--- config.mk ---
export PLATFORM = sky130hd
export DESIGN_NAME = mux_scan_sequencer
export DESIGN_NICKNAME = d
export VERILOG_FILES = /design/src/rtl/mux_scan_sequencer.sv
export SDC_FILE = /design/constraint.sdc
export NUM_CORES = 1
export LEC_CHECK = 0
export ABC_AREA = 0
export ABC_CLOCK_PERIOD_IN_PS = 1640
export CORE_MARGIN = 3
export CORE_UTILIZATION = 56
export CTS_BUF_LIST = sky130_fd_sc_hd__clkbuf_2
export DETAILED_ROUTE_END_ITERATION = 8
export PLACE_DENSITY = 0.89
export SLEW_MARGIN = 0
export SYNTH_ARGS = -nofsm -noshare
export SYNTH_HDL_FRONTEND = slang
export SYNTH_SLANG_ARGS = --single-unit
--- constraint.sdc ---
create_clock -name clk -period 1.64 [get_ports clk]
set_input_delay 0.328 -clock clk [delete_from_list [all_inputs] [get_ports clk]]
set_output_delay 0.328 -clock clk [all_outputs]
set_load 0.01 [all_outputs]
--- src/rtl/mux_scan_sequencer.sv ---
// ============================================================================
// Module   : mux_scan_sequencer
// Brief    : Drives 3-bit mux selects, dwells per channel, captures mux_out
//            into a per-channel vector with start/busy/done handshake.
// Revision : 1.0 - initial release
// ============================================================================
`default_nettype none

module mux_scan_sequencer #(
  parameter int NUM_CH = 3,
  parameter int DWELL  = 4,
  parameter int CNT_W  = 8
) (
  input  logic              clk,
  input  logic              reset,
  input  logic              start,
  input  logic              continuous,
  input  logic              abort,
  input  logic              mux_out,
  output logic              S0,
  output logic              S1,
  output logic              S2,
  output logic              busy,
  output logic              done,
  output logic [NUM_CH-1:0] sample
);

  typedef enum logic [0:0] {
    IDLE = 1'b0,
    SCAN = 1'b1
  } state_t;

  localparam logic [CNT_W-1:0] c_cnt_last = CNT_W'(DWELL - 1);
  localparam logic [2:0]       c_ch_last  = 3'(NUM_CH - 1);

  state_t              r_state;
  logic [2:0]          r_ch;
  logic [CNT_W-1:0]    r_cnt;
  logic [NUM_CH-1:0]   r_shadow;
  logic [NUM_CH-1:0]   r_sample;
  logic                r_busy;
  logic                r_done;

  logic                w_dwell_end;
  logic [NUM_CH-1:0]   w_shadow_next;

  assign w_dwell_end = (r_cnt == c_cnt_last);

  // Shadow with the current channel's bit replaced by the live mux output.
  always_comb begin
    w_shadow_next = r_shadow;
    for (int k = 0; k < NUM_CH; k++) begin
      if (r_ch == 3'(k)) begin
        w_shadow_next[k] = mux_out;
      end
    end
  end

  always_ff @(posedge clk or posedge reset) begin
    if (reset) begin
      r_state  <= IDLE;
      r_ch     <= '0;
      r_cnt    <= '0;
      r_shadow <= '0;
      r_sample <= '0;
      r_busy   <= 1'b0;
      r_done   <= 1'b0;
    end else begin
      r_done <= 1'b0;
      case (r_state)
        IDLE: begin
          if (start && !abort) begin
            r_state  <= SCAN;
            r_busy   <= 1'b1;
            r_ch     <= '0;
            r_cnt    <= '0;
            r_shadow <= '0;
          end
        end
        SCAN: begin
          if (abort) begin
            r_state  <= IDLE;
            r_busy   <= 1'b0;
            r_ch     <= '0;
            r_cnt    <= '0;
            r_shadow <= '0;
          end else if (w_dwell_end) begin
            r_cnt    <= '0;
            r_shadow <= w_shadow_next;
            if (r_ch < c_ch_last) begin
              r_ch <= r_ch + 3'd1;
            end else begin
              // Last channel: publish the whole vector at once, then rewind.
              r_sample <= w_shadow_next;
              r_done   <= 1'b1;
              r_ch     <= '0;
              r_shadow <= '0;
              if (!continuous) begin
                r_state <= IDLE;
                r_busy  <= 1'b0;
              end
            end
          end else begin
            r_cnt <= r_cnt + 1'b1;
          end
        end
        default: begin
          r_state <= IDLE;
          r_busy  <= 1'b0;
        end
      endcase
    end
  end

  // Selects come straight from the channel register, so they never glitch.
  assign {S2, S1, S0} = r_ch;
  assign busy         = r_busy;
  assign done         = r_done;
  assign sample       = r_sample;

endmodule

`default_nettype wire

==> results of run 1 <==
[placed cells by master (no fill, tap or decap), types with 3 or more instances in the layout]
| cell type | instances |
|---|---|
| ha_1 | 5 |
| o21ai_1 | 10 |
| o31ai_1 | 3 |
| o2111ai_1 | 3 |
| nand2_1 | 6 |
| and3_1 | 5 |
| mux2i_1 | 3 |
| dfrtp_1 | 19 |
| clkdlybuf4s50_1 | 8 |
| inv_1 | 4 |
| clkbuf_2 | 3 |
| nor2_1 | 7 |
| nand2b_1 | 4 |
| dlymetal6s2s_1 | 4 |
| xor2_1 | 3 |
| o21ai_0 | 3 |
| buf_4 | 14 |
[registers in the layout (all words and copies together) (netlist names)]
signal / count
r_state: 1
busy: 1
done: 1
r_shadow: 3
sample: 3
r_ch: 3
r_cnt: 8
[Yosys cell counts (2+ instances only)]
cell type	n	share of area
dfrtp_1	20	0.47
o21ai_1	10	0.047
nor2_1	7	0.025
nand2_1	6	0.021
and3_1	5	0.030
ha_1	5	0.059
inv_1	5	0.018
nand2b_1	4	0.024
mux2i_1	3	0.028
o2111ai_1	3	0.025
o21ai_0	3	0.014
o31ai_1	3	0.021
xor2_1	3	0.025
nand3_1	2	0.0095
nor2_2	2	0.012
nor3_1	2	0.0095
[area by class of cell]
cell class                      instances  area share
Timing Repair Buffer                   27       0.180
Inverter                                5      0.0139
Clock buffer                            3      0.0111
Clock inverter                          1     0.00278
Multi-Input combinational cell         75       0.398
Tap cell                               25      0.0231
Sequential cell                        20       0.371
[logic make-up after synthesis]
| group | after synthesis | synth area share |
|---|---|---|
| AO/OA/AOI/OAI | 26 | 0.157 |
| XOR/XNOR | 3 | 0.0249 |
| adder cells (fa/ha/maj) | 5 | 0.0592 |
| buffers and inverters | 6 | 0.0249 |
| flip-flops | 20 | 0.473 |
| multiplexers | 4 | 0.0391 |
| AND/OR/NAND/NOR | 37 | 0.221 |
[routing by layer]
layer,up-vias,GRT usage,wire length [um]
met5,-,0,0
met4,0,0.0876,38
li1,425,-,-
met2,21,0.350,1160
met3,6,0.0483,107
met1,432,0.236,994
[stage by stage]
stage	util	power, mW	setup slack (ns)
final	0.775	0.842	0.0696
after global routing	0.775	0.887	-0.0125
after CTS	0.761	0.836	0.0212
after detailed placement	0.737	0.637	-0.132
after global placement	0.737	0.632	-0.0908
after floorplan	-	0.584	0.248
[power by group through the flow]
stage	Combinational, mW	Clock [mW]	Sequential, mW
3_3_place_gp	0.105	0	0.526
5_1_grt	0.129	0.237	0.521
6_report	0.117	0.206	0.519
4_1_cts	0.112	0.205	0.519
2_1_floorplan	0.0607	0	0.523
3_5_place_dp	0.110	0	0.528
[worst reg2reg max path, stage by stage (launching register included)]
cell and delay [ns]:
dfrtp_1 0.50, nor4b_4 0.38, a21oi_2 0.18, o31ai_1 0.30
o21ai_1 0.10
[final timing paths]
path / start / to / slack, ns / cells after the start
setup / recovery: sample[1] / sample[1] / 0.07 / 1
hold / removal: reset / r_ch[0] / 0.30 / 3
setup reg to reg: r_cnt[2] / r_shadow[2] / 0.09 / 4
hold reg to reg: sample[1] / sample[1] / 0.52 / 2
max in group asynchronous: reset / r_cnt[0] / 1.12 / 3
min in group clk: sample[1] / sample[1] / 0.52 / 2
[repair_timing]
action,4_1_cts,5_1_grt
gates resized for setup,2,8
setup endpoints to repair,3,16
buffers inserted,3,1
hold endpoints to repair,0,0
==> results_dict.tcl, run 1 <==
set metrics [dict create \
    slew_viol_final 0 \
    p_int_mw 0.617 \
    p_clk_frac 0.244 \
    ys.flop_type "dfrtp_1" \
    hold_viol 0 \
    powerDensity_nw_per_um2 622 \
    ys_ff_latch 20 \
    cp-end-kind "output pin" \
    netlist_area_um2 1060 \
    crit_arrival_ns 1.24 \
    min_period_over_period 0.958 \
    core_area_um2 1750 \
    gp_congestion 0.877 \
    setup_tns_ns 0 \
    seqPwrFrac 0.616 \
    drc 0 \
    synthCells 101 \
    synth_fp_nets 112 \
    n_antenna_cell 0 \
    leakage_nw 0.710 \
    placed_area_um2 1290 \
    start_util 0.606 \
    min_period_ns 1.57 \
    syn_avg_cell_area_um2 10.5 \
    slowest_stage "clkdlybuf4s50_1" \
    ir_worst_vdd_mv 0.633 \
    combPwrFrac 0.139 \
    die_height_um 49.5 \
    p_switching_mw 0.224 \
    finalNetCount 143 \
    crit_path_cell_trace "clkdlybuf4s50_1" \
    fmax_mhz 637 \
    grt-ovfl-total 0 \
    root_buffer "clkbuf_2" \
    grt_pass1_wl_um 3750 \
    yosys_warnings 0 \
    tightest_slew_ns 0.432 \
    fp.dieW_um 49.5 \
    place_hpwl_um 1670 \
    ys_async_sr_fraction 1.00 \
    clock_latency_ns 0.32 \
    critPathMaxStageDelay_ns 0.53 \
    cts_inserted_buffers 3 \
    critPathKind "reg -> out" \
    synth-edff-count 0 \
    seq_area_um2 502 \
    rsz0062_at_grt "true" \
    finalWirelength_um 2300 \
    grt_usage 0.202 \
    synth_cell_types 34 \
    drive_above_1_share 0.206 \
    holdCritPathClass "in -> async" \
    pin_count 14 \
    cts_sinks 20 \
    detail_route.vias_per_cell 5.67 \
    ant_nets 0 \
    multiInputGateArea_um2 538 \
    grt_max_degree 21 \
    tritoncts "done" \
    path_delay_family "buffers and inverters" \
    num-fill-cells 109 \
    clk_path_buf_depth 2 \
    swShare 0.266 \
    first_global_vias 869 \
    placedCellCount 148 \
    cap_violations 0 \
    crit_fanout 2 \
    wl_per_cell_um 14.7 \
    finalSetupViolCount 0 \
    fin_area_um2 1350 \
    fin_cells 156 \
    slew_headroom 0.711 \
    antenna_found_initial 0 \
    rows 15 \
    dr.pass1.iters 4 \
    outcome "complete, no violations" \
    fin_skew_ns 0.0208 \
    cp_num_buf_inv 1 \
    cp-start-kind "flip-flop" \
    clk_pin_slew_ns 0.21 \
    cp.required_ns 1.31 \
    die_area_um2 2450 \
    vias 884 \
    area_growth_syn_to_layout_pct 27.9 \
    holdWs_ns 0.296 \
    drtIter0Drc 13 \
    cts_hold_buf 0 \
    yosysSeqAreaShare 0.473 \
    htreeDepth 1 \
    port_buffers 13 \
]
Note: power is estimated with default switching activity, not from simulation.
==> run 2, diff against run 1 <==
- CAP_MARGIN: not set -> 15
==> results of run 2 <==
The final DEF is identical to that of run 1; final timing and power are the same.
==> run 3, diff against run 2 <==
- ABC_AREA: 0 -> 1
- PLACE_DENSITY: 0.89 -> 0.88
==> run 3 against run 2 <==
  * Total power is 66% higher
  * Routed wire length down 9.1%
  * Critical path depth did not move
  * Clock power fell by 2%
==> results_dict.tcl, run 3 <==
set metrics [dict create \
    outcome "complete, no violations" \
    crit_cells 1 \
    synth_top_area_frac 0.448 \
    grt_use_met2 0.315 \
    finalNetCount 175 \
    syn_avg_cell_area_um2 7.87 \
    dr.pass1.iters 4 \
    synth.largest_area_cell "dfrtp_1" \
    port_buffers 13 \
    leakage_nw 0.695 \
    largest-register "r_cnt" \
    area_growth_syn_to_layout_pct 18.7 \
    synth-edff-count 0 \
    groute.layer.met3.usage 0.0297 \
    synthTopCellsByArea "dfrtp_1, nand2_1, inv_1, ha_1, o21ai_2" \
    r2r_cells 8 \
    finalWirelength_um 2090 \
    fmax_mhz 633 \
    cts_hold_buf 0 \
    grt-ovfl-total 0 \
    synth_fp_nets 153 \
    detail_route.vias_per_cell 5.01 \
    slew_viol_final 0 \
    root_buffer "clkbuf_2" \
    vias 941 \
    clk_pin_slew_ns 0.18 \
    r2r_start "r_cnt[0]" \
    top_usage_layer "met2" \
    yosys_warnings 0 \
    drtIter0Drc 17 \
    pin_count 14 \
    cp_num_buf_inv 1 \
    placed_area_um2 1280 \
    ys.flop_type "dfrtp_1" \
    ir_worst_vdd_mv 1.06 \
    rsz0062_at_grt "false" \
    final_common_cell "nand2_1" \
    synth_cell_types 17 \
    tritoncts "done" \
    min_period_ns 1.58 \
    rows 15 \
    drive_above_1_share 0.147 \
    htreeDepth 1 \
    cp-end-kind "output pin" \
    synth_common_cells "nand2_1, dfrtp_1, inv_1, nand3_1, o21ai_0" \
    place_hpwl_um 1540 \
    powerDensity_nw_per_um2 1050 \
    die_area_um2 2570 \
    grt_usage 0.198 \
    cp-start-kind "flip-flop" \
    min_period_over_period 0.963 \
    ys_async_sr_fraction 1.00 \
    critPathKind "reg -> out" \
    synthCells 142 \
    clock_latency_ns 0.32 \
    antenna_found_initial 0 \
    ys_ff_latch 20 \
    cap_violations 0 \
    num-fill-cells 150 \
    yosysSeqAreaShare 0.448 \
    crit_path_cell_trace "clkdlybuf4s50_1" \
    n_antenna_cell 0 \
    die_height_um 50.7 \
    finalSetupViolCount 0 \
    crit_arrival_ns 1.25 \
    slew_headroom 0.817 \
    final_cell_mix "nand2_1, inv_1, dfrtp_1" \
    wl_per_cell_um 11.1 \
    core_area_um2 1800 \
    cts_inserted_buffers 3 \
    start_util 0.620 \
    path_delay_family "buffers and inverters" \
    holdCritPathClass "in -> async" \
    tightest_slew_ns 0.271 \
    critPathMaxStageDelay_ns 0.54 \
    cp.required_ns 1.31 \
    grt_pass1_wl_um 3860 \
    hold_viol 0 \
    netlist_area_um2 1120 \
    clk_path_buf_depth 2 \
    drc 0 \
    fin_area_um2 1330 \
    setup_tns_ns 0 \
    fp.dieW_um 50.7 \
    reg2reg_slack_ns 0.13 \
    ant_nets 0 \
    gp_congestion 0.830 \
    grt_max_degree 21 \
    slowest_stage "clkdlybuf4s50_1" \
    cts_sinks 20 \
    largest_reg_flops 8 \
    yosysMostFrequentCell "nand2_1" \
    crit_fanout 2 \
    crit_start "r_ch[2]" \
    fin_skew_ns 0.00109 \
    grt_util_met1 0.264 \
    first_global_vias 921 \
]
-- run 3: cell count changes after synthesis, moves of 5 or more --
cell | previous run | this run
nand2_1 | 6 | 53
inv_1 | 5 | 20
o21ai_1 | 10 | 0
nand4_1 | 1 | 6
nand3_1 | 2 | 7
and3_1 | 5 | 0
o21ai_2 | 0 | 6
-- run 3: worst paths after layout --
| check | endpoint |
|---|---|
| max in group asynchronous | r_ch[1] |
| max | S2 |
| max reg2reg | r_shadow[2] |
| min | sample[0] |
| min reg2reg | sample[0] |
| min in group clk | sample[0] |
-- run 3: repair_timing --
item	4_1_cts	5_1_grt
resized for setup	2	1
setup buffers	2	1
pin swaps	0	0
endpoints found under the hold margin	0	0
endpoints found under the setup margin	3	10
-- run 3: layer usage --
metal / wire length (um) / vias up
li1: - / 487
met1: 982 / 423
met2: 940 / 26
met3: 118 / 5
met4: 48 / 0
met5: 0 / -
-- run 3: report_power, final --
part	leakage [nW]	switching, mW	internal [mW]	total (mW)
clock	0.0140	0.149	0.0530	0.202
combinational	0.410	0.337	0.209	0.545
sequential	0.271	0.0711	0.574	0.645
total	0.695	0.557	0.836	1.39
-- run 3: cells by family (layout without fill, tap and decap cells) --
family | count (synthesis) | count (layout) | share of synthesized area
and+or+nand+nor | 78 | 78 | 0.312
buffers and inverters | 22 | 43 | 0.0806
DFF | 20 | 20 | 0.448
AOI/OAI and AO/OA | 15 | 15 | 0.0873
adders and majority gates | 5 | 5 | 0.0560
xor gates and xnor gates | 2 | 2 | 0.0157
-- run 3: final cells by class --
type / count / area (um^2) / area share
Multi-Input combinational cell: 100 / 529 / 0.399
Sequential cell: 20 / 502 / 0.378
Timing Repair Buffer: 18 / 166 / 0.125
Inverter: 21 / 78.8 / 0.0594
Tap cell: 25 / 31.3 / 0.0236
Clock buffer: 3 / 15.0 / 0.0113
Clock inverter: 1 / 3.75 / 0.00283
-- run 3: tightest hold or removal path, delay by kind of cell --
family / cells / cell delay (ns)
buf+inv: 3 / 0.71
-- run 3: through the flow --
step / total power [mW] / utilization / hold slack (ns) / cells / setup slack [ns]
after floorplan: 1.03 / - / 0.292 / 142 / 0.272
after global placement: 1.16 / 0.712 / 0.464 / 181 / 0.0750
after detailed placement: 1.18 / 0.712 / 0.466 / 181 / 0.0345
after CTS: 1.40 / 0.731 / 0.295 / 187 / 0.0353
after global routing: 1.49 / 0.736 / 0.334 / 188 / 0.00430
final: 1.39 / 0.736 / 0.306 / 188 / 0.0604
